### src/rtl/warmboot_sequencer.sv
// Sequences SB_WARMBOOT: claims the shared SPI flash bus, wakes the flash with 0xAB,
// waits tRES, then pulses BOOT with the latched image select.
module warmboot_sequencer #(
  parameter int         SPI_DIV       = 4,
  parameter int         TRES_CYCLES   = 288,
  parameter int         BOOT_HOLD     = 16,
  parameter logic [1:0] DEFAULT_IMAGE = 2'b01
) (
  input  logic       clk,
  input  logic       resetn,
  input  logic       boot_req,
  input  logic [1:0] boot_image,
  input  logic       spi_busy,
  output logic       spi_grant,
  output logic       seq_sck,
  output logic       seq_so,
  output logic       seq_ss,
  output logic       wb_boot,
  output logic       wb_s1,
  output logic       wb_s0,
  output logic       busy
);

  localparam int MAX_AB = (SPI_DIV > TRES_CYCLES) ? SPI_DIV : TRES_CYCLES;
  localparam int MAX_C  = (MAX_AB > BOOT_HOLD) ? MAX_AB : BOOT_HOLD;
  localparam int CW     = (MAX_C > 1) ? $clog2(MAX_C) : 1;
  localparam logic [7:0] CMD_RES = 8'hAB;

  typedef enum logic [2:0] {
    S_IDLE, S_WAIT_BUS, S_CMD, S_TRES, S_BOOT, S_HALT
  } state_t;

  state_t        state_q, state_d;
  logic [CW-1:0] cnt_q, cnt_d;
  logic [2:0]    bit_q, bit_d;
  logic [6:0]    sh_q, sh_d;
  logic [1:0]    image_q, image_d;
  logic          grant_q, grant_d;
  logic          sck_q, sck_d;
  logic          so_q, so_d;
  logic          ss_q, ss_d;
  logic          wb_boot_q, wb_boot_d;
  logic          busy_q, busy_d;

  always_comb begin
    state_d   = state_q;
    cnt_d     = cnt_q;
    bit_d     = bit_q;
    sh_d      = sh_q;
    image_d   = image_q;
    grant_d   = grant_q;
    sck_d     = sck_q;
    so_d      = so_q;
    ss_d      = ss_q;
    wb_boot_d = wb_boot_q;
    busy_d    = busy_q;
    case (state_q)
      S_IDLE: begin
        if (boot_req) begin
          image_d = boot_image;
          busy_d  = 1'b1;
          state_d = S_WAIT_BUS;
        end
      end
      S_WAIT_BUS: begin
        // Never pre-empt the bootloader; take the bus only between its transactions.
        if (!spi_busy) begin
          grant_d = 1'b1;
          ss_d    = 1'b0;
          sck_d   = 1'b0;
          so_d    = CMD_RES[7];
          sh_d    = CMD_RES[6:0];
          cnt_d   = '0;
          bit_d   = '0;
          state_d = S_CMD;
        end
      end
      S_CMD: begin
        if (cnt_q == CW'(SPI_DIV - 1)) begin
          cnt_d = '0;
          if (!sck_q) begin
            sck_d = 1'b1;
          end else if (bit_q == 3'd7) begin
            sck_d   = 1'b0;
            so_d    = 1'b0;
            ss_d    = 1'b1;
            bit_d   = '0;
            state_d = S_TRES;
          end else begin
            sck_d = 1'b0;
            bit_d = bit_q + 3'd1;
            so_d  = sh_q[6];
            sh_d  = {sh_q[5:0], 1'b0};
          end
        end else begin
          cnt_d = cnt_q + 1'b1;
        end
      end
      S_TRES: begin
        if (cnt_q == CW'(TRES_CYCLES - 1)) begin
          cnt_d     = '0;
          wb_boot_d = 1'b1;
          state_d   = S_BOOT;
        end else begin
          cnt_d = cnt_q + 1'b1;
        end
      end
      S_BOOT: begin
        if (cnt_q == CW'(BOOT_HOLD - 1)) begin
          cnt_d     = '0;
          wb_boot_d = 1'b0;
          state_d   = S_HALT;
        end else begin
          cnt_d = cnt_q + 1'b1;
        end
      end
      S_HALT: ;
      default: state_d = S_IDLE;
    endcase
  end

  always_ff @(posedge clk) begin
    if (!resetn) begin
      state_q   <= S_IDLE;
      cnt_q     <= '0;
      bit_q     <= '0;
      sh_q      <= '0;
      image_q   <= DEFAULT_IMAGE;
      grant_q   <= 1'b0;
      sck_q     <= 1'b0;
      so_q      <= 1'b0;
      ss_q      <= 1'b1;
      wb_boot_q <= 1'b0;
      busy_q    <= 1'b0;
    end else begin
      state_q   <= state_d;
      cnt_q     <= cnt_d;
      bit_q     <= bit_d;
      sh_q      <= sh_d;
      image_q   <= image_d;
      grant_q   <= grant_d;
      sck_q     <= sck_d;
      so_q      <= so_d;
      ss_q      <= ss_d;
      wb_boot_q <= wb_boot_d;
      busy_q    <= busy_d;
    end
  end

  assign spi_grant = grant_q;
  assign seq_sck   = sck_q;
  assign seq_so    = so_q;
  assign seq_ss    = ss_q;
  assign wb_boot   = wb_boot_q;
  assign wb_s1     = image_q[1];
  assign wb_s0     = image_q[0];
  assign busy      = busy_q;

endmodule

### config.mk
export PLATFORM = sky130hd
export DESIGN_NAME = warmboot_sequencer
export DESIGN_NICKNAME = d
export VERILOG_FILES = /design/src/rtl/warmboot_sequencer.sv
export SDC_FILE = /design/constraint.sdc
export NUM_CORES = 1
export LEC_CHECK = 0
export BUFFER_PORTS_ARGS = -buffer_cell sky130_fd_sc_hd__buf_2
export CAP_MARGIN = 30
export CORE_MARGIN = 5
export CORE_UTILIZATION = 55
export DETAILED_ROUTE_END_ITERATION = 6
export PLACE_DENSITY_LB_ADDON = 0.12
export SLEW_MARGIN = 40
export SYNTH_ARGS = -nofsm -noshare
export SYNTH_HDL_FRONTEND = slang
export SYNTH_SLANG_ARGS = --single-unit
### constraint.sdc
create_clock -name clk -period 4.2 [get_ports clk]
set_clock_uncertainty 0.05 [all_clocks]
set_input_delay 0.21 -clock clk [delete_from_list [all_inputs] [get_ports clk]]
set_output_delay 0.21 -clock clk [all_outputs]
set_load 0.05 [all_outputs]
# --- Yosys cells after proc, flatten, opt, wreduce, memory -nomap -nowiden ---
# Index checks and enable logic that the tools add are counted.
word_totals:
  regBits: 30
  latchBits: 0
  ram_bits: 0
  romBits: 0
  inputBits: 6
  out_inout_bits: 8
  wordCells: 84
  mem_count: 0
classes:
  addsub: 2
  n_mul: 0
  div: 0
  n_lt_le_gt_ge: 0
  eq_ne: 17
  shift: 0
  muxes: 39
  n_bitwise: 2
  reduce_logical: 13
op_table:
  columns: ["cell", "n"]
  rows:
  - ["$mux 9", 4]
  - ["$pmux 9 s4", 1]
  - ["$mux 3", 11]
  - ["$mux 7", 4]
  - ["$pmux 3 s6", 1]
  - ["$ne 2x2->1 const B", 8]
  - ["$pmux 7 s2", 1]
  - ["$mux 1", 12]
  - ["$reduce_and 5->1", 2]
  - ["$add 9x1->9 const B", 1]
  - ["$eq 3x3->1 const B", 3]
  - ["$eq 9x2->1 const B", 1]
  - ["$eq 9x4->1 const B", 1]
  - ["$eq 9x9->1 const B", 1]
  - ["$pmux 1 s2", 4]
  - ["$reduce_and 8->1", 1]
  - ["$eq 3x2->1 const B", 2]
  - ["$pmux 3 s2", 1]
  - ["$reduce_and 2->1", 3]
  - ["$reduce_and 3->1", 2]
  - ["$reduce_and 4->1", 1]
  - ["$reduce_bool 2->1", 2]
  - ["$reduce_bool 4->1", 1]
  - ["$add 3x1->3 const B", 1]
  - ["other kinds (3)", 4]

# --- Depth between registers and ports, before layout ---
# Gate-level depths: netlist of the first run.
depth:
  word_depth: 5
  mapped_depth: 6
  ltp_nobuf: 6

# --- Least setup slack after synthesis of the first run ---
# OpenSTA, ideal clock, no wires.
synth_path:
  path_type: "flip-flop to flip-flop"
  from: "reg cnt_q[0]"
  to: "reg state_q[2]"
  setup_time_ns: 0.116
  t_arrival_ns: 1.816
  required_ns: 4.034
  setup_slack_ns: 2.219
  path_stages_with_launch: 6
  n_path_buf: 0
  synth_period_minus_slack_ns: 1.981
  path_cell_list: "dfxtp_1 ha_1 nor4b_4 a41oi_2 or4_4 a31o_1"
synth_between:
  elab_chain_len: 3
  word_cells_on_any_way: 7
  cone_classes: "eq/ne: 6; reduce/logical: 1"
synth_rtl:
  columns: ["item", "line_no", "rtl"]
  rows:
  - ["start: declaration", "34", "logic [CW-1:0] cnt_q, cnt_d;"]
  - ["start signal: assignment", "137", "cnt_q <= cnt_d;"]
  - ["$eq 9x4->1 (tied with other cells)", "109", "if (cnt_q == CW'(BOOT_HOLD - 1)) begin"]
  - ["$ne 2x2->1 (no line)", null, null]
  - ["$reduce_and 8->1 (no line) *", null, null]
  - ["end signal: assignment", "136", "state_q <= state_d;"]
  - ["end: declaration", "33", "state_t state_q, state_d;"]
# Mark *: on every way between the ends. The rest lies on a longest branch, timed or not.
# A chain may end at the register's enable or synchronous reset.

# --- Worst setup path in the final report of the first run ---
layout_path:
  from: "reg state_q[1]"
  to: "reg cnt_q[8]"
layout_between:
  elab_chain_len: 3
  word_cells_on_any_way: 8
  cone_classes: "eq/ne: 5; mux: 1; reduce/logical: 2"
layout_rtl:
  columns: ["item", "line_no", "rtl"]
  rows:
  - ["$eq 3x3->1 (tied with other cells)", "57", "case (state_q)"]
  - ["$reduce_bool 4->1 (no line) / $ne 2x2->1 (equally long branches)", null, null]
  - ["$reduce_and 2->1 (no line)", null, null]
# Several ways; a longest one is shown, not always the timed one.

==> impl_metrics.yaml, run 1 <==
timing:
  final_setup_violation_count: 0
  totalNegativeSetupSlack_ns: 0
  finalMaxSlewViolations: 0
  max_slew.worst_pin.slew_ns: 0.599
  final.period_utilization_pct: 53.1
  max_freq_ghz: 0.449
  finalWorstPathRequiredPeriod_ns: 2.23
  relSlewSlack_pct: 60.0
  setup_repair_after_global_routing_missed_its_margin: "false"
  final_hold_viol_count: 0
power_and_ir_drop:
  post_layout_power_mw: 0.869
  vdd_drop_max_mv: 0.349
  total_leakage_power_nw: 0.629
  power.density_cell_area_nw_per_um2: 515
detailed_routing:
  detailed_route_wire_length_um: 3200
  via_per_inst: 6.18
  route.vias.total: 1379
  wl_per_instance_um: 14.4
  drt_iter0_markers: 54
  remaining_drc_errors: 0
  final_antenna_net_count: 0
  dr.pass1.iters: 4
layout:
  final_net_count: 200
  area_growth_pct: 9.86
  drive_gt1_share_pct: 15.1
  filler_cell_count_in_the_final_layout: 268
  antenna-diode-count: 0
grt:
  grt-ovfl-total: 0
  grt_util_all_layers_pct: 17.3
  wire_length_of_the_first_global_routing_pass_um: 5600
  grt_start_max_net_pins: 36
  grt_antenna_before_repair: 0
  via_count_of_the_first_global_routing_pass: 1311
setup_path:
  critPathBufInv: 0
  critPathMaxStageDelay_ns: 0.58
  timing.reg2reg.worst_path_depth: 4
  worst_r2r_endpoint: "cnt_q[8]$_SDFFE_PN0P_"
  worstPathRequired_ns: 4.39
  reg2reg_slack_ns: 1.97
  worstSetupPathDepth: 4
  worst_setup_path_end_kind: "flop"
  cpLargestDelayFamily: "simple AND/OR/NAND/NOR gates"
  cp.arrival_ns: 2.42
  worst_setup_path_startpoint: "state_q[1]$_SDFFE_PN0P_"
  worst_path_max_delay_cell: "sky130_fd_sc_hd__a21boi_1"
  r2r-start: "state_q[1]$_SDFFE_PN0P_"
  crit_path_max_fanout: 13
  critical_path_class: "flop to flop"
  ordered_list_of_cells_on_the_worst_path: "nor3b_1 -> a21boi_1 -> nor4_2 -> nor4_1"
  start_kind: "flop"
  worstSetupEndpoint: "cnt_q[8]$_SDFFE_PN0P_"
die:
  die-height_um: 62.8
  pin_count: 14
  fp.dieArea_sq_um: 3950
  number_of_cell_rows: 19
  start_util_pct: 56.6
  floorplan_core_area_sq_um: 2710
  horiz_die_dim_um: 62.8
clock_network:
  cts_buffer_depth: 2
  root_buffer: "sky130_fd_sc_hd__clkbuf_4"
  cts_num_sinks: 30
  postCtsResizedCells: 0
  number_of_buffers_created_by_cts: 5
  cts_hold_buffers: 0
  post_cts_setup_repair_buffer_count: 0
  clkSlewWorstSetupHoldPaths_ns: 0.10
  clk-insertion-delay-late_ns: 0.33
  cts_tree: "built"
  ctsHtreeMaxLevel: 2
yosys:
  synth_cell_types: 47
  async_flop_share_pct: 0
  syn_inst: 180
  mapped_cell_area_sq_um: 1540
  syn_area_per_cell_sq_um: 8.53
  ys_ff_latch: 30
  ys_warn_count: 0
  synth_enable_flop_cells: 0
  syn_nets: 189
  dominantRegCellSynth: "sky130_fd_sc_hd__dfxtp_1"
  ys_seq_area_share_pct: 39.1
run_status:
  status: "finished, final reports clean"
place:
  buffer_ports.inserted: 13
  hpwl_dp_um: 2240
  globalplace.congestion: 0.798
hold_path:
  whs_path_depth: 3
  holdCritPathClass: "primary input to flop"
run:
  maxcap_viol_count: 0
-- tightest hold or removal path, delay by kind of cell --
family        cells  cell delay (ns)
buf+inv           1             0.08
mux               1             0.05
simple gates      1             0.05
-- metal layers --
metal,routed length [um],track usage (%),vias up
met2,1470,27.3,28
met3,150,6.47,8
met5,0,0,-
met1,1530,20.9,656
met4,57,7.43,0
li1,-,-,687
-- final cells by class --
class	instances	area [sq um]	area share (%)
sequential	30	601	35.6
clock inverter	3	40.0	2.37
clock buffer	5	37.5	2.23
multi-input combinational	136	886	52.5
tap	31	38.8	2.30
timing repair buffer	13	65.1	3.86
inverter	5	18.8	1.11
-- sequential cells by signal (all words and copies together) (netlist names) --
name	count
cnt_q	9
sh_q	7
bit_q	3
state_q	3
image_q	2
busy	1
seq_sck	1
seq_so	1
seq_ss	1
spi_grant	1
wb_boot	1
-- through the flow --
step / hold slack [ns] / setup slack [ns] / std cells / area (sq um) / utilization (%)
floorplan: 0.288 / 2.22 / 180 / 1540 / -
global placement: 0.377 / 2.06 / 215 / 1600 / 59.2
detailed placement: 0.385 / 2.02 / 215 / 1600 / 59.2
CTS: 0.0394 / 2.00 / 223 / 1680 / 62.0
global route: 0.0560 / 1.69 / 223 / 1690 / 62.2
finish: 0.0461 / 1.97 / 223 / 1690 / 62.2
-- power breakdown --
group / switching, mW / internal (mW) / total [mW]
sequential: 0.0377 / 0.320 / 0.357
combinational: 0.183 / 0.101 / 0.283
clock: 0.105 / 0.123 / 0.229
total: 0.326 / 0.544 / 0.869
-- cells by family after synthesis --
| group | count (synthesis) | synth area share (%) |
|---|---|---|
| and+or+nand+nor | 81 | 28.9 |
| AOI/OAI and AO/OA | 39 | 17.6 |
| DFF | 30 | 39.1 |
| buffers and inverters | 14 | 3.50 |
| muxes | 12 | 7.82 |
| adders and majority gates | 3 | 2.45 |
| xor gates and xnor gates | 1 | 0.571 |
-- worst min-delay path by stage --
stage                       start                       to  slack, ns
global route        boot_image[1]  image_q[1]$_SDFFE_PN0P_       0.06
detailed placement  boot_image[0]  image_q[0]$_SDFFE_PN1P_       0.38
finish              boot_image[0]  image_q[0]$_SDFFE_PN1P_       0.05
global placement    boot_image[0]  image_q[0]$_SDFFE_PN1P_       0.38
floorplan           boot_image[0]  image_q[0]$_SDFFE_PN1P_       0.29
CTS                 boot_image[0]  image_q[0]$_SDFFE_PN1P_       0.04
-- placed cells by master, fill, tap and decap left out, drive strengths merged, types with 2 or more instances in the layout --
cell and n:
a21oi 4, a311oi 2, a31oi 2, a41oi 2
and3 7, buf 13, clkbuf 5, clkinv 3
dfxtp 30, ha 3, inv 4, mux2i 12
nand2 18, nand3 10, nor2 18, nor2b 3
nor3 4, nor3b 2, nor4 7, o21ai 15
o41ai 2, or2 2, or4 2
-- cells in the mapped netlist (all sizes together), types with 2 or more instances --
cell,count,area share [%]
o41ai,2,1.1
and3,7,2.9
ha,3,2.4
or2,2,0.81
a311oi,2,1.1
a21oi,4,1.3
nor2b,3,1.2
mux2i,12,7.8
nor2,18,4.4
a41oi,2,1.6
nand2,18,4.4
or4,2,1.2
dfxtp,30,39
o21ai,15,4.9
nor3,4,1.3
inv,4,0.98
nor4,7,3.3
a31oi,2,0.81
clkbuf,8,2.0
nor3b,2,0.98
nand3,10,3.3
Note: power is estimated with default switching activity, not from simulation.
==> run 2: changes to the inputs <==
CORE_UTILIZATION = 52   (was 55)
clock period = 1.89 ns   (was 4.2 ns; I/O delays follow)
==> impl_metrics.yaml, run 2 (synthesis results as in run 1) <==
setup_path:
  worstPathRequired_ns: 2.09
  timing.reg2reg.worst_path_depth: 6
  worst_setup_path_end_kind: "flop"
  ordered_list_of_cells_on_the_worst_path: "ha_4 -> nor4b_4 -> buf_4 -> a21boi_4 -> or4_4 -> a31o_1"
  worst_r2r_endpoint: "state_q[2]$_SDFFE_PN0P_"
  critPathBufInv: 1
  r2r-start: "cnt_q[0]$_SDFFE_PN0P_"
  start_kind: "flop"
  critPathMaxStageDelay_ns: 0.53
  crit_path_max_fanout: 4
  critical_path_class: "flop to flop"
  reg2reg_slack_ns: 0.02
  cp.arrival_ns: 2.07
  worst_path_max_delay_cell: "sky130_fd_sc_hd__or4_4"
  cpLargestDelayFamily: "simple AND/OR/NAND/NOR gates"
power_and_ir_drop:
  total_leakage_power_nw: 0.842
  vdd_drop_max_mv: 0.856
  power.density_cell_area_nw_per_um2: 1030
  post_layout_power_mw: 2.17
grt:
  grt_util_all_layers_pct: 21.2
  grt_antenna_before_repair: 0
  via_count_of_the_first_global_routing_pass: 1516
  wire_length_of_the_first_global_routing_pass_um: 6910
  grt-ovfl-total: 0
  grt_start_max_net_pins: 35
layout:
  filler_cell_count_in_the_final_layout: 198
  final-seq-area_sq_um: 609
  final_cell_count_no_fill: 261
  layout_common_cells: "sky130_fd_sc_hd__buf_4, sky130_fd_sc_hd__dfxtp_1, sky130_fd_sc_hd__nor2_1, sky130_fd_sc_hd__nand2_1, sky130_fd_sc_hd__o21ai_0"
  reg_top3: "cnt_q (9), sh_q (7)"
  total_area_of_multi_input_combinational_cells_sq_um: 1000
  postLayoutCoreUtil_pct: 76.2
  antenna-diode-count: 0
  max_flop_register: "cnt_q"
  layout_commonest_cell: "sky130_fd_sc_hd__buf_4"
  drive_gt1_share_pct: 37.8
  largest_register_ff_count: 9
  final_net_count: 238
  area_growth_pct: 38.1
detailed_routing:
  via_per_inst: 6.09
  final_antenna_net_count: 0
  wl_per_instance_um: 16.7
  detailed_route_wire_length_um: 4360
  route.vias.total: 1590
  drt_iter0_markers: 151
  remaining_drc_errors: 0
  dr.pass1.iters: 4
timing:
  final.period_utilization_pct: 98.9
  max_freq_ghz: 0.535
  final_hold_viol_count: 0
  setup_repair_after_global_routing_missed_its_margin: "true"
  max_slew.worst_pin.slew_ns: 0.534
  finalMaxSlewViolations: 0
  final_setup_violation_count: 0
  relSlewSlack_pct: 64.2
  finalWorstPathRequiredPeriod_ns: 1.87
die:
  die-height_um: 64.3
  pin_count: 14
  start_util_pct: 55.2
  fp.dieArea_sq_um: 4140
  floorplan_core_area_sq_um: 2780
  horiz_die_dim_um: 64.3
  number_of_cell_rows: 19
clock_network:
  cts_num_sinks: 30
  clk-insertion-delay-late_ns: 0.34
  cts_buffer_depth: 2
  cts_tree: "built"
  clkSlewWorstSetupHoldPaths_ns: 0.10
  number_of_buffers_created_by_cts: 5
  root_buffer: "sky130_fd_sc_hd__clkbuf_4"
  ctsHtreeMaxLevel: 2
place:
  globalplace.congestion: 0.883
  hpwl_dp_um: 2760
  placed_cells_incl_taps: 248
  buffer_ports.inserted: 13
hold_path:
  holdPathEnd: "cnt_q[1]$_SDFFE_PN0P_"
  min_from: "spi_busy"
  holdCritPathClass: "primary input to flop"
  whs_path_depth: 4
run:
  maxcap_viol_count: 0
run_status:
  status: "finished, final reports clean"
[run 2: worst max-delay path by stage]
stage	slack (ns)	startpoint	to	depth (start not counted)
2_1_floorplan	0.03	cnt_q[0]$_SDFFE_PN0P_	state_q[2]$_SDFFE_PN0P_	5
3_3_place_gp	-0.02	state_q[2]$_SDFFE_PN0P_	cnt_q[6]$_SDFFE_PN0P_	5
3_5_place_dp	-0.05	cnt_q[0]$_SDFFE_PN0P_	state_q[2]$_SDFFE_PN0P_	6
4_1_cts	-0.01	cnt_q[1]$_SDFFE_PN0P_	state_q[2]$_SDFFE_PN0P_	6
5_1_grt	-0.08	cnt_q[0]$_SDFFE_PN0P_	cnt_q[7]$_SDFFE_PN0P_	7
6_report	0.02	cnt_q[0]$_SDFFE_PN0P_	state_q[2]$_SDFFE_PN0P_	6
[run 2: power breakdown]
part | internal [mW] | switching, mW | leakage [nW]
registers | 0.715 | 0.0694 | 0.247
logic | 0.385 | 0.518 | 0.551
clock network | 0.254 | 0.232 | 0.0446
total | 1.35 | 0.819 | 0.842
[run 2: layer usage]
layer / routed length, um / GRT usage, %
met2: 2330 / 36.6
met5: 0 / 0
met3: 136 / 4.20
met1: 1740 / 23.5
met4: 153 / 13.2
[run 2: what timing repair did]
item                                   in CTS  in global routing
pin swaps                                   1                  4
setup buffers                               2                  1
hold buffers                                2                  0
gates resized for setup                     4                 21
endpoints found under the hold margin       2                  0
setup endpoints to repair                  10                 17
[run 2: through the flow]
| step | setup WS [ns] | instance area, sq um | setup TNS, ns | hold slack (ns) |
|---|---|---|---|---|
| final | 0.0205 | 2120 | 0 | 0.105 |
| after global routing | -0.0803 | 2120 | -0.407 | 0.116 |
| after CTS | -0.0149 | 2010 | -0.0149 | 0.0946 |
| after detailed placement | -0.0486 | 1880 | -0.0956 | 0.274 |
| after global placement | -0.0206 | 1880 | -0.0206 | 0.266 |
| after floorplan | 0.0253 | 1550 | 0 | 0.173 |
[run 2: cell type report]
| cell class | count | share of cell area, % |
|---|---|---|
| sequential | 30 | 28.7 |
| timing repair buffer | 51 | 17.5 |
| multi-input combinational | 136 | 47.3 |
| tap | 31 | 1.83 |
| inverter | 5 | 0.885 |
| clock buffer | 8 | 3.72 |
[run 2: worst min-delay path, delay by kind of cell]
family                 cells  cell delay, ns
buffers and inverters      1            0.13
AO/OA/AOI/OAI              1            0.07
AND/OR/NAND/NOR            2            0.15
==> run 3: changes to the inputs <==
==> constraint.sdc (replaced) <==
create_clock -name clk -period 1.89 [get_ports clk]
set_clock_uncertainty 0.05 [all_clocks]
set_input_delay 0.189 -clock clk [delete_from_list [all_inputs] [get_ports clk]]
set_output_delay 0.189 -clock clk [all_outputs]
set_load 0.05 [all_outputs]
==> impl_metrics.yaml, run 3 (synthesis results as in run 1) <==
layout:
  final_cell_count_no_fill: 259
  reg_top3: "cnt_q (9), sh_q (7)"
  area_growth_pct: 35.5
  max_flop_register: "cnt_q"
  largest_register_ff_count: 9
  post-route-cell-area_sq_um: 2080
  layout_common_cells: "sky130_fd_sc_hd__buf_4, sky130_fd_sc_hd__dfxtp_1, sky130_fd_sc_hd__nor2_1, sky130_fd_sc_hd__nand2_1, sky130_fd_sc_hd__o21ai_0"
  final_net_count: 236
  postLayoutCoreUtil_pct: 74.8
  layout_commonest_cell: "sky130_fd_sc_hd__buf_4"
  drive_gt1_share_pct: 38.2
  antenna-diode-count: 0
timing:
  finalWorstPathRequiredPeriod_ns: 1.92
  hold_slack_ns: 0.0373
  relSlewSlack_pct: 59.7
  final_setup_violation_count: 2
  max_freq_ghz: 0.521
  max_slew.worst_pin.slew_ns: 0.600
  setup_repair_after_global_routing_missed_its_margin: "true"
  finalMaxSlewViolations: 0
  final_hold_viol_count: 0
  setup_ws_ns: -0.0310
  final.period_utilization_pct: 102
setup_path:
  critPathBufInv: 1
  worstPathRequired_ns: 2.07
  worst_path_max_delay_cell: "sky130_fd_sc_hd__or4_4"
  worst_setup_path_end_kind: "flop"
  critPathMaxStageDelay_ns: 0.58
  cpLargestDelayFamily: "simple AND/OR/NAND/NOR gates"
  ordered_list_of_cells_on_the_worst_path: "ha_4 -> nor4b_4 -> buf_4 -> a41oi_4 -> or4_4 -> a31o_1"
  cp.arrival_ns: 2.10
  critical_path_class: "flop to flop"
  crit_path_max_fanout: 4
  start_kind: "flop"
grt:
  grt_util_all_layers_pct: 20.3
  wire_length_of_the_first_global_routing_pass_um: 6570
  grt_util_met1_pct: 22.6
  grt_antenna_before_repair: 0
  grt_start_max_net_pins: 24
  use_met2_pct: 33.3
  use_met3_pct: 5.78
  grt-ovfl-total: 0
  via_count_of_the_first_global_routing_pass: 1469
  global_route.peak_usage_layer: "met2"
die:
  die-height_um: 64.3
  floorplan_core_area_sq_um: 2780
  fp.dieArea_sq_um: 4140
  start_util_pct: 55.2
  number_of_cell_rows: 19
  pin_count: 14
  horiz_die_dim_um: 64.3
power_and_ir_drop:
  power.share.switching_pct: 37.0
  p_comb_share_pct: 40.3
  pwr-share-seq_pct: 37.6
  net-switching-power_mw: 0.784
  clock_network_fraction_of_total_power_pct: 22.1
  internal_power_mw: 1.33
  total_leakage_power_nw: 0.828
  vdd_drop_max_mv: 0.983
  power.density_cell_area_nw_per_um2: 1020
place:
  hpwl_dp_um: 2740
  globalplace.congestion: 0.867
  buffer_ports.inserted: 13
  placed_cells_incl_taps: 246
  placedInstanceArea_sq_um: 1860
detailed_routing:
  drt_iter0_markers: 113
  route.vias.total: 1543
  wl_per_instance_um: 15.7
  final_antenna_net_count: 0
  remaining_drc_errors: 0
  detailed_route_wire_length_um: 4070
  dr.pass1.iters: 4
  via_per_inst: 5.96
clock_network:
  cts_num_sinks: 30
  cts_tree: "built"
  clkSlewWorstSetupHoldPaths_ns: 0.09
  ctsHtreeMaxLevel: 2
  cts_hold_buffers: 0
  cts_buffer_depth: 2
  clk-insertion-delay-late_ns: 0.33
  root_buffer: "sky130_fd_sc_hd__clkbuf_4"
  number_of_buffers_created_by_cts: 5
run:
  maxcap_viol_count: 0
run_status:
  status: "complete, but fails checks"
  violations: "setup timing"
hold_path:
  holdCritPathClass: "primary input to flop"
## run 3: area by class of cell
class / count / area, sq um
Multi-Input combinational cell: 136 / 980
Fill cell: 202 / 702
Sequential cell: 30 / 612
Timing Repair Buffer: 49 / 352
Clock buffer: 8 / 78.8
Tap cell: 31 / 38.8
Inverter: 5 / 18.8
## run 3: final timing paths
kind	slack (ns)	cells past startpoint	start	to
hold reg to reg	0.42	2	seq_so$_SDFFE_PN0P_	seq_so$_SDFFE_PN0P_
hold / removal	0.04	3	boot_image[0]	image_q[0]$_SDFFE_PN1P_
setup / recovery	-0.03	6	cnt_q[0]$_SDFFE_PN0P_	state_q[2]$_SDFFE_PN0P_
setup reg to reg	-0.03	6	cnt_q[0]$_SDFFE_PN0P_	state_q[2]$_SDFFE_PN0P_
## run 3: power groups by stage
stage	Combinational, mW	Sequential (mW)	Clock (mW)
2_1_floorplan	0.451	0.852	0
3_3_place_gp	0.754	0.786	0
3_5_place_dp	0.772	0.792	0
4_1_cts	0.793	0.783	0.482
5_1_grt	0.930	0.809	0.524
6_report	0.853	0.797	0.468
## run 3: what timing repair did
item                       in CTS  in global routing
buffers inserted                1                  4
cloned                          0                  0
resized for setup               7                 17
pin swaps                       0                  4
setup endpoints to repair       9                 16
## run 3: metal layers
metal / share of wire, % / vias up
met5: 0 / -
met4: 5.3 / 0
met3: 4.1 / 20
met2: 49 / 48
met1: 41 / 717
li1: - / 758
## run 3: worst reg2reg max path, delay by kind of cell (launching register included)
kind	cells	cell delay [ns]
buffers and inverters	1	0.17
AOI/OAI and AO/OA	2	0.30
and+or+nand+nor	2	0.81
DFF	1	0.36
adders and majority gates	1	0.13
## run 3: stage by stage
step           power [mW]  setup slack [ns]  TNS [ns]
6_report             2.12           -0.0310   -0.0444
5_1_grt              2.26            -0.105    -0.512
4_1_cts              2.06          0.000500         0
3_5_place_dp         1.56            -0.113    -0.152
3_3_place_gp         1.54           -0.0541   -0.0758
2_1_floorplan        1.30            0.0253         0
